**config.mk**
```make
export PLATFORM = sky130hd
export DESIGN_NAME = sw_array_ctrl
export DESIGN_NICKNAME = d
export VERILOG_FILES = /design/src/rtl/sw_pkg.sv /design/src/rtl/sw_best_tracker.sv /design/src/rtl/sw_array_ctrl.sv
export SDC_FILE = /design/constraint.sdc
export NUM_CORES = 1
export LEC_CHECK = 0
export ABC_AREA = 1
export CAP_MARGIN = 5
export CORE_UTILIZATION = 46
export CTS_CLUSTER_DIAMETER = 40
export CTS_CLUSTER_SIZE = 12
export DETAILED_ROUTE_END_ITERATION = 8
export PLACE_DENSITY = 0.77
export SETUP_SLACK_MARGIN = 0.5
export SYNTH_ARGS = -nofsm -noshare
export SYNTH_HDL_FRONTEND = slang
export SYNTH_SLANG_ARGS = --single-unit
```
**constraint.sdc**
```tcl
create_clock -name clk -period 6.2 [get_ports clk]
set_input_delay 0.62 -clock clk [delete_from_list [all_inputs] [get_ports clk]]
set_output_delay 0.62 -clock clk [all_outputs]
set_load 0.005 [all_outputs]
```
**src/rtl/sw_pkg.sv**
```systemverilog
// Shared types and constants for the Smith-Waterman array sequencer.
package sw_pkg;

  typedef logic [1:0] base_t;

  localparam base_t BASE_A = 2'd0;
  localparam base_t BASE_C = 2'd1;
  localparam base_t BASE_G = 2'd2;
  localparam base_t BASE_T = 2'd3;

  localparam int SCORE_W_DEF = 8;

  typedef enum logic [2:0] {
    S_IDLE,
    S_LOAD,
    S_CLEAR,
    S_RUN,
    S_DRAIN,
    S_DONE
  } ctrl_state_t;

endpackage

```
**src/rtl/sw_best_tracker.sv**
```systemverilog
// Running signed maximum over the PE score lanes, with the winning PE index
// and the compute-cycle index at which it was seen.
module sw_best_tracker #(
  parameter int N       = 5,
  parameter int SCORE_W = 8,
  parameter int CYC_W   = 7,
  parameter int IDX_W   = $clog2(N)
) (
  input  logic                      clk,
  input  logic                      rst_n,
  input  logic                      clear,
  input  logic                      en,
  input  logic [N*SCORE_W-1:0]      pe_score,
  input  logic [N-1:0]              pe_out_valid,
  input  logic [CYC_W-1:0]          cyc,
  output logic signed [SCORE_W-1:0] best_score,
  output logic [IDX_W-1:0]          best_pe,
  output logic [CYC_W-1:0]          best_cyc
);

  logic signed [SCORE_W-1:0] cand_score;
  logic signed [SCORE_W-1:0] lane;
  logic [IDX_W-1:0]          cand_pe;
  logic                      hit;

  // Scan from PE0 upward against the running candidate; strict compare keeps
  // the lowest index on ties and never displaces an equal earlier best.
  always_comb begin
    cand_score = best_score;
    cand_pe    = best_pe;
    hit        = 1'b0;
    lane       = '0;
    for (int i = 0; i < N; i++) begin
      lane = $signed(pe_score[i*SCORE_W +: SCORE_W]);
      if (pe_out_valid[i] && (lane > cand_score)) begin
        cand_score = lane;
        cand_pe    = IDX_W'(i);
        hit        = 1'b1;
      end
    end
  end

  always_ff @(posedge clk) begin
    if (!rst_n) begin
      best_score <= '0;
      best_pe    <= '0;
      best_cyc   <= '0;
    end else if (clear) begin
      best_score <= '0;
      best_pe    <= '0;
      best_cyc   <= '0;
    end else if (en && hit) begin
      best_score <= cand_score;
      best_pe    <= cand_pe;
      best_cyc   <= cyc;
    end
  end

endmodule

```
**src/rtl/sw_array_ctrl.sv**
```systemverilog
// Job sequencer for the N-PE Smith-Waterman systolic array.
//   state | meaning
//   IDLE  | waiting for start
//   LOAD  | read_load_en, read preloaded into PEs
//   CLEAR | clear_en, array and best/counters zeroed
//   RUN   | stream M reference bases, compute on each handshake
//   DRAIN | N free-running compute cycles to flush the wavefront
//   DONE  | one-cycle done pulse
module sw_array_ctrl
  import sw_pkg::*;
#(
  parameter int N       = 5,
  parameter int SCORE_W = SCORE_W_DEF,
  parameter int MAX_REF = 64,
  parameter int LEN_W   = $clog2(MAX_REF + 1),
  parameter int CYC_W   = $clog2(MAX_REF + N + 2),
  parameter int IDX_W   = $clog2(N)
) (
  input  logic                 clk,
  input  logic                 rst_n,
  input  logic                 start,
  input  logic [2*N-1:0]       read_seq,
  input  logic [LEN_W-1:0]     ref_len,
  input  logic                 abort,
  input  base_t                ref_base,
  input  logic                 ref_valid,
  output logic                 ref_ready,
  output logic                 read_load_en,
  output logic [2*N-1:0]       read_base_out,
  output logic                 clear_en,
  output logic                 compute_en,
  output base_t                ref_in,
  output logic                 ref_valid_in,
  input  logic [N*SCORE_W-1:0] pe_score,
  input  logic [N-1:0]         pe_out_valid,
  output logic                 busy,
  output logic                 done,
  output logic [SCORE_W-1:0]   best_score,
  output logic [IDX_W-1:0]     best_pe,
  output logic [CYC_W-1:0]     best_cyc
);

  localparam int DRAIN_W = $clog2(N + 1);
  localparam logic [LEN_W-1:0] MAX_LEN = LEN_W'(MAX_REF);

  ctrl_state_t        state;
  ctrl_state_t        nxt;
  logic [2*N-1:0]     read_q;
  logic [LEN_W-1:0]   m_len;
  logic [LEN_W-1:0]   inj;
  logic [CYC_W-1:0]   cyc;
  logic [DRAIN_W-1:0] drain_cnt;
  logic               fire;
  logic               last_fire;

  assign read_base_out = read_q;

  // Handshake and array strobes; abort kills them in its own cycle.
  always_comb begin
    ref_ready    = (state == S_RUN) && (inj < m_len) && !abort;
    fire         = ref_ready && ref_valid;
    ref_valid_in = fire;
    ref_in       = fire ? ref_base : BASE_A;
    compute_en   = fire || ((state == S_DRAIN) && !abort);
  end

  assign last_fire = fire && ((inj + LEN_W'(1)) == m_len);

  always_comb begin
    nxt = state;
    unique case (state)
      S_IDLE:  if (start) nxt = S_LOAD;
      S_LOAD:  nxt = S_CLEAR;
      S_CLEAR: nxt = (m_len == '0) ? S_DRAIN : S_RUN;
      S_RUN:   if (last_fire) nxt = S_DRAIN;
      S_DRAIN: if (drain_cnt == '0) nxt = S_DONE;
      S_DONE:  nxt = S_IDLE;
      default: nxt = S_IDLE;
    endcase
    if (abort && (state != S_IDLE)) nxt = S_IDLE;
  end

  always_ff @(posedge clk) begin
    if (!rst_n) begin
      state        <= S_IDLE;
      read_q       <= '0;
      m_len        <= '0;
      inj          <= '0;
      cyc          <= '0;
      drain_cnt    <= '0;
      read_load_en <= 1'b0;
      clear_en     <= 1'b0;
      done         <= 1'b0;
      busy         <= 1'b0;
    end else begin
      state        <= nxt;
      read_load_en <= (nxt == S_LOAD);
      clear_en     <= (nxt == S_CLEAR);
      done         <= (nxt == S_DONE);
      busy         <= (nxt != S_IDLE);

      if ((state == S_IDLE) && start) begin
        read_q <= read_seq;
        m_len  <= (ref_len > MAX_LEN) ? MAX_LEN : ref_len;
      end

      if (state == S_CLEAR) begin
        inj <= '0;
        cyc <= '0;
      end else begin
        if (fire)       inj <= inj + LEN_W'(1);
        if (compute_en) cyc <= cyc + CYC_W'(1);
      end

      // Down-counter loaded with N-1 on entry gives exactly N DRAIN cycles.
      if ((nxt == S_DRAIN) && (state != S_DRAIN))
        drain_cnt <= DRAIN_W'(N - 1);
      else if ((state == S_DRAIN) && (drain_cnt != '0))
        drain_cnt <= drain_cnt - DRAIN_W'(1);
    end
  end

  sw_best_tracker #(
    .N       (N),
    .SCORE_W (SCORE_W),
    .CYC_W   (CYC_W),
    .IDX_W   (IDX_W)
  ) u_best (
    .clk          (clk),
    .rst_n        (rst_n),
    .clear        (state == S_CLEAR),
    .en           ((state == S_RUN) || (state == S_DRAIN) || (state == S_DONE)),
    .pe_score     (pe_score),
    .pe_out_valid (pe_out_valid),
    .cyc          (cyc),
    .best_score   (best_score),
    .best_pe      (best_pe),
    .best_cyc     (best_cyc)
  );

endmodule

```
### After elaboration in Yosys (flattened, before gate mapping)

Index checks and enable logic that the tools add are counted.

| storage, ports and cells | value |
|---|---|
| bits of input ports | 69 |
| logic and storage cells | 91 |
| register bits | 59 |
| output and inout bits | 37 |

| operators by class | value |
|---|---|
| reduce and logical (&&, ||, !) cells | 30 |
| magnitude comparators | 7 |
| mux-type cells | 25 |
| bitwise operators | 1 |
| $add $sub $neg | 3 |
| equal/unequal tests | 11 |

Operators by type and width:

| cell | count |
|---|---|
| $gt A8 B8 Y1 | 5 |
| $mux W8 | 5 |
| $mux W3 | 12 |
| $logic_and A1 B1 Y1 | 15 |
| $pmux W3 S5 | 1 |
| $add A7 B1 Y7 const B | 2 |
| $eq A3 B3 Y1 const B | 4 |
| $eq A3 B2 Y1 const B | 3 |
| $reduce_bool A3 Y1 | 3 |
| $eq A7 B7 Y1 | 1 |
| $gt A7 B7 Y1 const B | 1 |
| $logic_not A7 Y1 | 1 |
| $lt A7 B7 Y1 | 1 |
| $mux W7 | 1 |
| $eq A3 B1 Y1 const B | 2 |
| $logic_not A3 Y1 | 2 |
| $mux W1 | 5 |
| $reduce_bool A5 Y1 | 1 |
| $reduce_or A2 Y1 | 2 |
| $logic_or A1 B1 Y1 | 3 |
| $ne A3 B3 Y1 const B | 1 |
| $sub A3 B1 Y3 const B | 1 |
| $mux W2 | 1 |
| $reduce_and A2 Y1 | 1 |
| 3 further kinds | 3 |

### Depth between registers and ports, before layout

| depth | value |
|---|---|
| word-level depth | 17 |
| depth in mapped cells | 59 |
| mapped depth without buffers | 57 |

### By module

From an unflattened synthesis, not the netlist that was laid out.

| second synthesis, totals | value |
|---|---|
| cell total of the unflattened synthesis | 672 |
| area, all modules | 4,491.8 sq um |

Modules (own cells, without submodules):

| module | seq. area each (sq um) | times used | cells each | area an instance (sq um) |
|---|---|---|---|---|
| sw_best_tracker | 360.3 | 1 | 366 | 2,317.2 |
| sw_array_ctrl | 820.8 | 1 | 306 | 2,174.6 |

### Worst setup path after synthesis

No wires, ideal clock.

| path | value |
|---|---|
| kind | input port to flip-flop |
| from | input pe_score[5] |
| to | register u_best.best_pe[1] |
| stages | 47 |
| setup time | 0.070 ns |
| data required time | 6.130 ns |
| arrival | 6.494 ns |
| buffers on the path | 4 |
| setup slack | -0.364 ns |
| path through | ha_1 -> a21oi_1 -> nor2_1 -> nor2_4 -> nand3_4 -> nand3_4 -> nand2_1 -> nand2_1 -> inv_1 -> ha_1 -> nand2_1 -> nor2_1 -> nand4_1 -> nand2_1 -> a21oi_1 -> nand2_2 -> buf_2 -> nand3_1 -> [11 not listed] -> nand2_1 -> nor2_1 -> nand2_1 -> o2111ai_1 -> nand4_1 -> clkbuf_1 -> nand3_1 -> nand2_1 -> ha_1 -> a21oi_1 -> o21ai_0 -> nand2_1 -> o2111ai_1 -> nand4_1 -> buf_2 -> clkbuf_1 -> nand4_1 -> a21oi_1 |

| on the way | value |
|---|---|
| longest elaborated chain between the ends | 17 |
| elaborated cells between the ends (all ways) | 26 |
| classes of those cells | order compare (5); mux (13); reduce/logical (8) |

RTL lines:

| what | RTL line | text |
|---|---|---|
| start: declaration | sw_array_ctrl.sv:34 | `input logic [N*SCORE_W-1:0] pe_score,` |
| $gt A8 B8 Y1 | sw_best_tracker.sv:35 | `if (pe_out_valid[i] && (lane > cand_score)) begin` |
| $logic_and A1 B1 Y1 | sw_best_tracker.sv:35 |  |
| $mux W8 | sw_best_tracker.sv:35 |  |
| $gt A8 B8 Y1 | sw_best_tracker.sv:35 |  |
| $logic_and A1 B1 Y1 | sw_best_tracker.sv:35 |  |
| $mux W8 | sw_best_tracker.sv:35 |  |
| $gt A8 B8 Y1 | sw_best_tracker.sv:35 |  |
| $logic_and A1 B1 Y1 | sw_best_tracker.sv:35 |  |
| $mux W8 | sw_best_tracker.sv:35 |  |
| $gt A8 B8 Y1 | sw_best_tracker.sv:35 |  |
| $logic_and A1 B1 Y1 | sw_best_tracker.sv:35 |  |
| $mux W8 | sw_best_tracker.sv:35 |  |
| $gt A8 B8 Y1 | sw_best_tracker.sv:35 |  |
| $logic_and A1 B1 Y1 | sw_best_tracker.sv:35 |  |
| $mux W1 | sw_best_tracker.sv:35 |  |
| $logic_and A1 B1 Y1 | sw_best_tracker.sv:52 | `end else if (en && hit) begin` |
| $reduce_and A2 Y1 (no line) | -- |  |
| end signal: assignment | sw_best_tracker.sv:54 | `best_pe <= cand_pe;` |
| end: declaration | sw_best_tracker.sv:17 | `output logic [IDX_W-1:0] best_pe,` |

Parallel ways exist; a longest one is shown, timed or not.
A chain may end at the register's enable or synchronous reset.

### Worst setup path after layout

| path | value |
|---|---|
| from | register u_best.best_score[2] |
| to | register u_best.best_pe[0] |

| on the way | value |
|---|---|
| longest elaborated chain between the ends | 17 |
| elaborated cells between the ends (all ways) | 26 |
| classes of those cells | order compare (5); mux (13); reduce/logical (8) |

RTL lines:

| what | RTL line | text |
|---|---|---|
| start: declaration | sw_best_tracker.sv:16 | `output logic signed [SCORE_W-1:0] best_score,` |
| start signal: assignment | sw_best_tracker.sv:53 | `best_score <= cand_score;` |
| $gt A8 B8 Y1 | sw_best_tracker.sv:35 |  |
| $logic_and A1 B1 Y1 | sw_best_tracker.sv:35 |  |
| $mux W8 | sw_best_tracker.sv:35 |  |
| $gt A8 B8 Y1 | sw_best_tracker.sv:35 |  |
| $logic_and A1 B1 Y1 | sw_best_tracker.sv:35 |  |
| $mux W8 | sw_best_tracker.sv:35 |  |
| $gt A8 B8 Y1 | sw_best_tracker.sv:35 |  |
| $logic_and A1 B1 Y1 | sw_best_tracker.sv:35 |  |
| $mux W8 | sw_best_tracker.sv:35 |  |
| $gt A8 B8 Y1 | sw_best_tracker.sv:35 |  |
| $logic_and A1 B1 Y1 | sw_best_tracker.sv:35 |  |
| $mux W8 | sw_best_tracker.sv:35 |  |
| $gt A8 B8 Y1 | sw_best_tracker.sv:35 |  |
| $logic_and A1 B1 Y1 | sw_best_tracker.sv:35 |  |
| $mux W1 | sw_best_tracker.sv:35 |  |
| $logic_and A1 B1 Y1 | sw_best_tracker.sv:52 |  |
| $reduce_and A2 Y1 (no line) | -- |  |

Parallel ways exist; a longest one is shown, timed or not.

==> reports/metrics.cfg <==
[clock_tree]
cts.clk_slew.worst_paths_ns = 0.07
clk_latency_ns = 0.34
cts_tree = yes
cts_made_buffers = 9
cts_sinks = 59
clk_path_buf_depth = 2
root_buffer = clkbuf_8
cts_max_level = 3

[global_route]
grt_util_met3_pct = 7.73
grt_first_pass_wirelength_um = 26100
use_met1_pct = 36.7
grt_util_met2_pct = 60.4
grt_use_total_pct = 33.7
grt_busiest_layer = met2
grt_overflow_total = 0
grt_max_degree = 26
grt_pass1_vias = 5608
grt_antenna_before_repair = 0

[logic_synthesis]
post_synth.cell_area_avg_um2 = 6.74
yosysMostFrequentCell = nand2_1
async_flop_share_pct = 0
synth_top_area_share_pct = 27.1
syn_area_um2 = 4370
yosys-top-cells-count = 152 x nand2_1, 84 x inv_1, 65 x nor2_1
synth_warnings = 0
synth_edf_count = 0
synth.net_count = 768
seq_area_frac_synth_pct = 27.1
synthDistinctLibCells = 41
synthTopCellsByArea = dfxtp_1 27%, ha_1 15%, nand2_1 13%
synth_ff_type = dfxtp_1
synth_cells = 648
ys_ff_latch = 59
synth_largest_area_cell = dfxtp_1

[finish]
finalNonFillerCells = 1002
fill_cells = 431
final_nets = 1006
drive_gt1_share_pct = 42.4
area_growth_pct = 81.7
antennaDiodeCount = 0

[min_path]
min_to = read_base_out[7]
min_path_cells = 2
hp-class = flip-flop to flip-flop
min_from = read_base_out[7]

[critical_path]
crit_type = flip-flop to flip-flop
cpMostUsedCell = nand2_4
rrSetupSlack_ns = -1.62
critical-path-top-delay-family = simple AND/OR/NAND/NOR gates
critPathMaxStageDelay_ns = 0.40
critical_path_depth = 55
rr_worst_depth = 55
crit_fanout = 6
arrival_ns = 8.07
crit_path_start_kind = flip-flop
cp-startpoint = u_best.best_score[2]
r2r-start = u_best.best_score[2]
r2r_end = u_best.best_pe[0]
critPathBufInv = 13
end_kind = flip-flop
cp_slowest_cell = dfxtp_1
cp.required_ns = 6.45

[run]
cap_violations = 0

[sta]
fmax_ghz = 0.128
tightest_slew_ns = 0.794
finalWorstSetupSlack_ns = -1.62
finClkSkew_ns = 0.0119
period_needed_ns = 7.82
rsz0062_at_grt = true
period_share_pct = 126
setup_violations = 18
whs_ns = 0.469
relSlewSlack_pct = 47.0
finalHoldViolCount = 0
slew_viol_final = 0

[drt]
vias_per_cell = 6.22
vias = 6231
avgRoutedWirePerCell_um = 22.9
totalWireLength_um = 23000
drc = 0
first_pass_iters = 8
drtIter0Drc = 703
ant_nets = 0

[floorplanning]
coreArea_um2 = 9200
ioPinCount = 106
dieHeight_um = 99.4
die-area_um2 = 9880
start_util_pct = 47.5
die-width_um = 99.4
rows = 35

[power]
p_per_area_nw_per_um2 = 292
p_leak_nw = 3.56
ir_drop_uv = 278

[status]
status = finished with violations
violations = setup timing

[placed_design]
port_buffers = 105
place_hpwl_um = 10900
place.gp.congestion = 0.963
placed_cells = 935

[power by group]
part	internal, mW	switching [mW]
Sequential	0.426	0.0334
Clock	0.246	0.162
Combinational	0.661	0.792
[stage by stage]
step / worst slack [ns] / area (µm²) / setup TNS, ns / util, % / total power [mW]
2_1_floorplan: -0.0997 / 4730 / -1.38 / - / 1.00
3_3_place_gp: -1.07 / 6490 / -18.90 / 70.6 / 1.35
3_5_place_dp: -1.33 / 6490 / -23.51 / 70.6 / 1.38
4_1_cts: -0.358 / 7310 / -5.96 / 79.5 / 1.93
5_1_grt: -1.69 / 7930 / -27.99 / 86.3 / 2.40
6_report: -1.62 / 7930 / -25.96 / 86.3 / 2.32
[cell usage in the layout (no fill, tap or decap), drive strengths merged]
cell and instances:
a21boi 1, buf 137, nor2 73, nor3 4, ha 51, nand3b 1, a31oi 1, a22oi 2
and2 2, o21a 2, a21oi 60, clkinv 4, o2111ai 2, nand3 47, nand4 21, and3 1
clkdlybuf4s50 97, o21bai 2, nand2 165, xnor2 2, or2 15, clkbuf 11, a211oi 7, xor2 7
inv 87, o21ai 25, o31ai 1, dfxtp 59, bufinv 2, nor4 1, or4 1
[flip-flops by register name, indices dropped and copies added, names as in the netlist, 7 cells and up]
register           count
cyc                    7
u_best.best_score      8
m_len                  7
u_best.best_cyc        7
inj                    7
read_base_out         10
[repair_timing]
item	4_1_cts	5_1_grt
endpoints found under the setup margin	18	18
setup buffers	27	16
pin swaps	69	58
hold buffers	0	0
resized for setup	118	107
cloned	8	0
[kinds of logic (layout without fill, tap and decap cells)]
kind of cell             after synthesis  after routing  synth area share, %
AO/OA/AOI/OAI                        103            103                 13.3
buffers and inverters                100            338                 9.26
AND/OR/NAND/NOR                      326            331                 34.0
flip-flops                            59             59                 27.1
XOR/XNOR                               9              9                 1.81
adder cells (fa/ha/maj)               51             51                 14.6
[routing by layer]
| layer | vias up | wire length, µm |
|---|---|---|
| met4 | 0 | 2290 |
| met1 | 2866 | 7810 |
| met3 | 223 | 2630 |
| li1 | 2614 | - |
| met2 | 528 | 10200 |
| met5 | - | 0 |
[tightest hold or removal path, stage by stage, from the launching register on]
cell	delay, ns
dfxtp_1	0.31
nand2_1	0.06
a21oi_1	0.05
[layout make-up]
type | instances | area, µm² | area share (%)
Multi-Input combinational cell | 494 | 3900 | 49.2
Timing Repair Buffer | 234 | 2130 | 26.8
Sequential cell | 59 | 1190 | 15.0
Inverter | 87 | 342 | 4.31
Clock buffer | 11 | 151 | 1.91
Tap cell | 111 | 139 | 1.75
Clock inverter | 5 | 75.1 | 0.946
Timing Repair inverter | 1 | 6.26 | 0.0789
[worst max path at each step]
stage                                       to
after CTS                 u_best.best_score[2]
after global routing      u_best.best_score[0]
after detailed placement  u_best.best_score[2]
final                        u_best.best_pe[0]
after global placement       u_best.best_pe[2]
after floorplan              u_best.best_pe[1]
No activity file was read; power rests on OpenSTA's default activity.
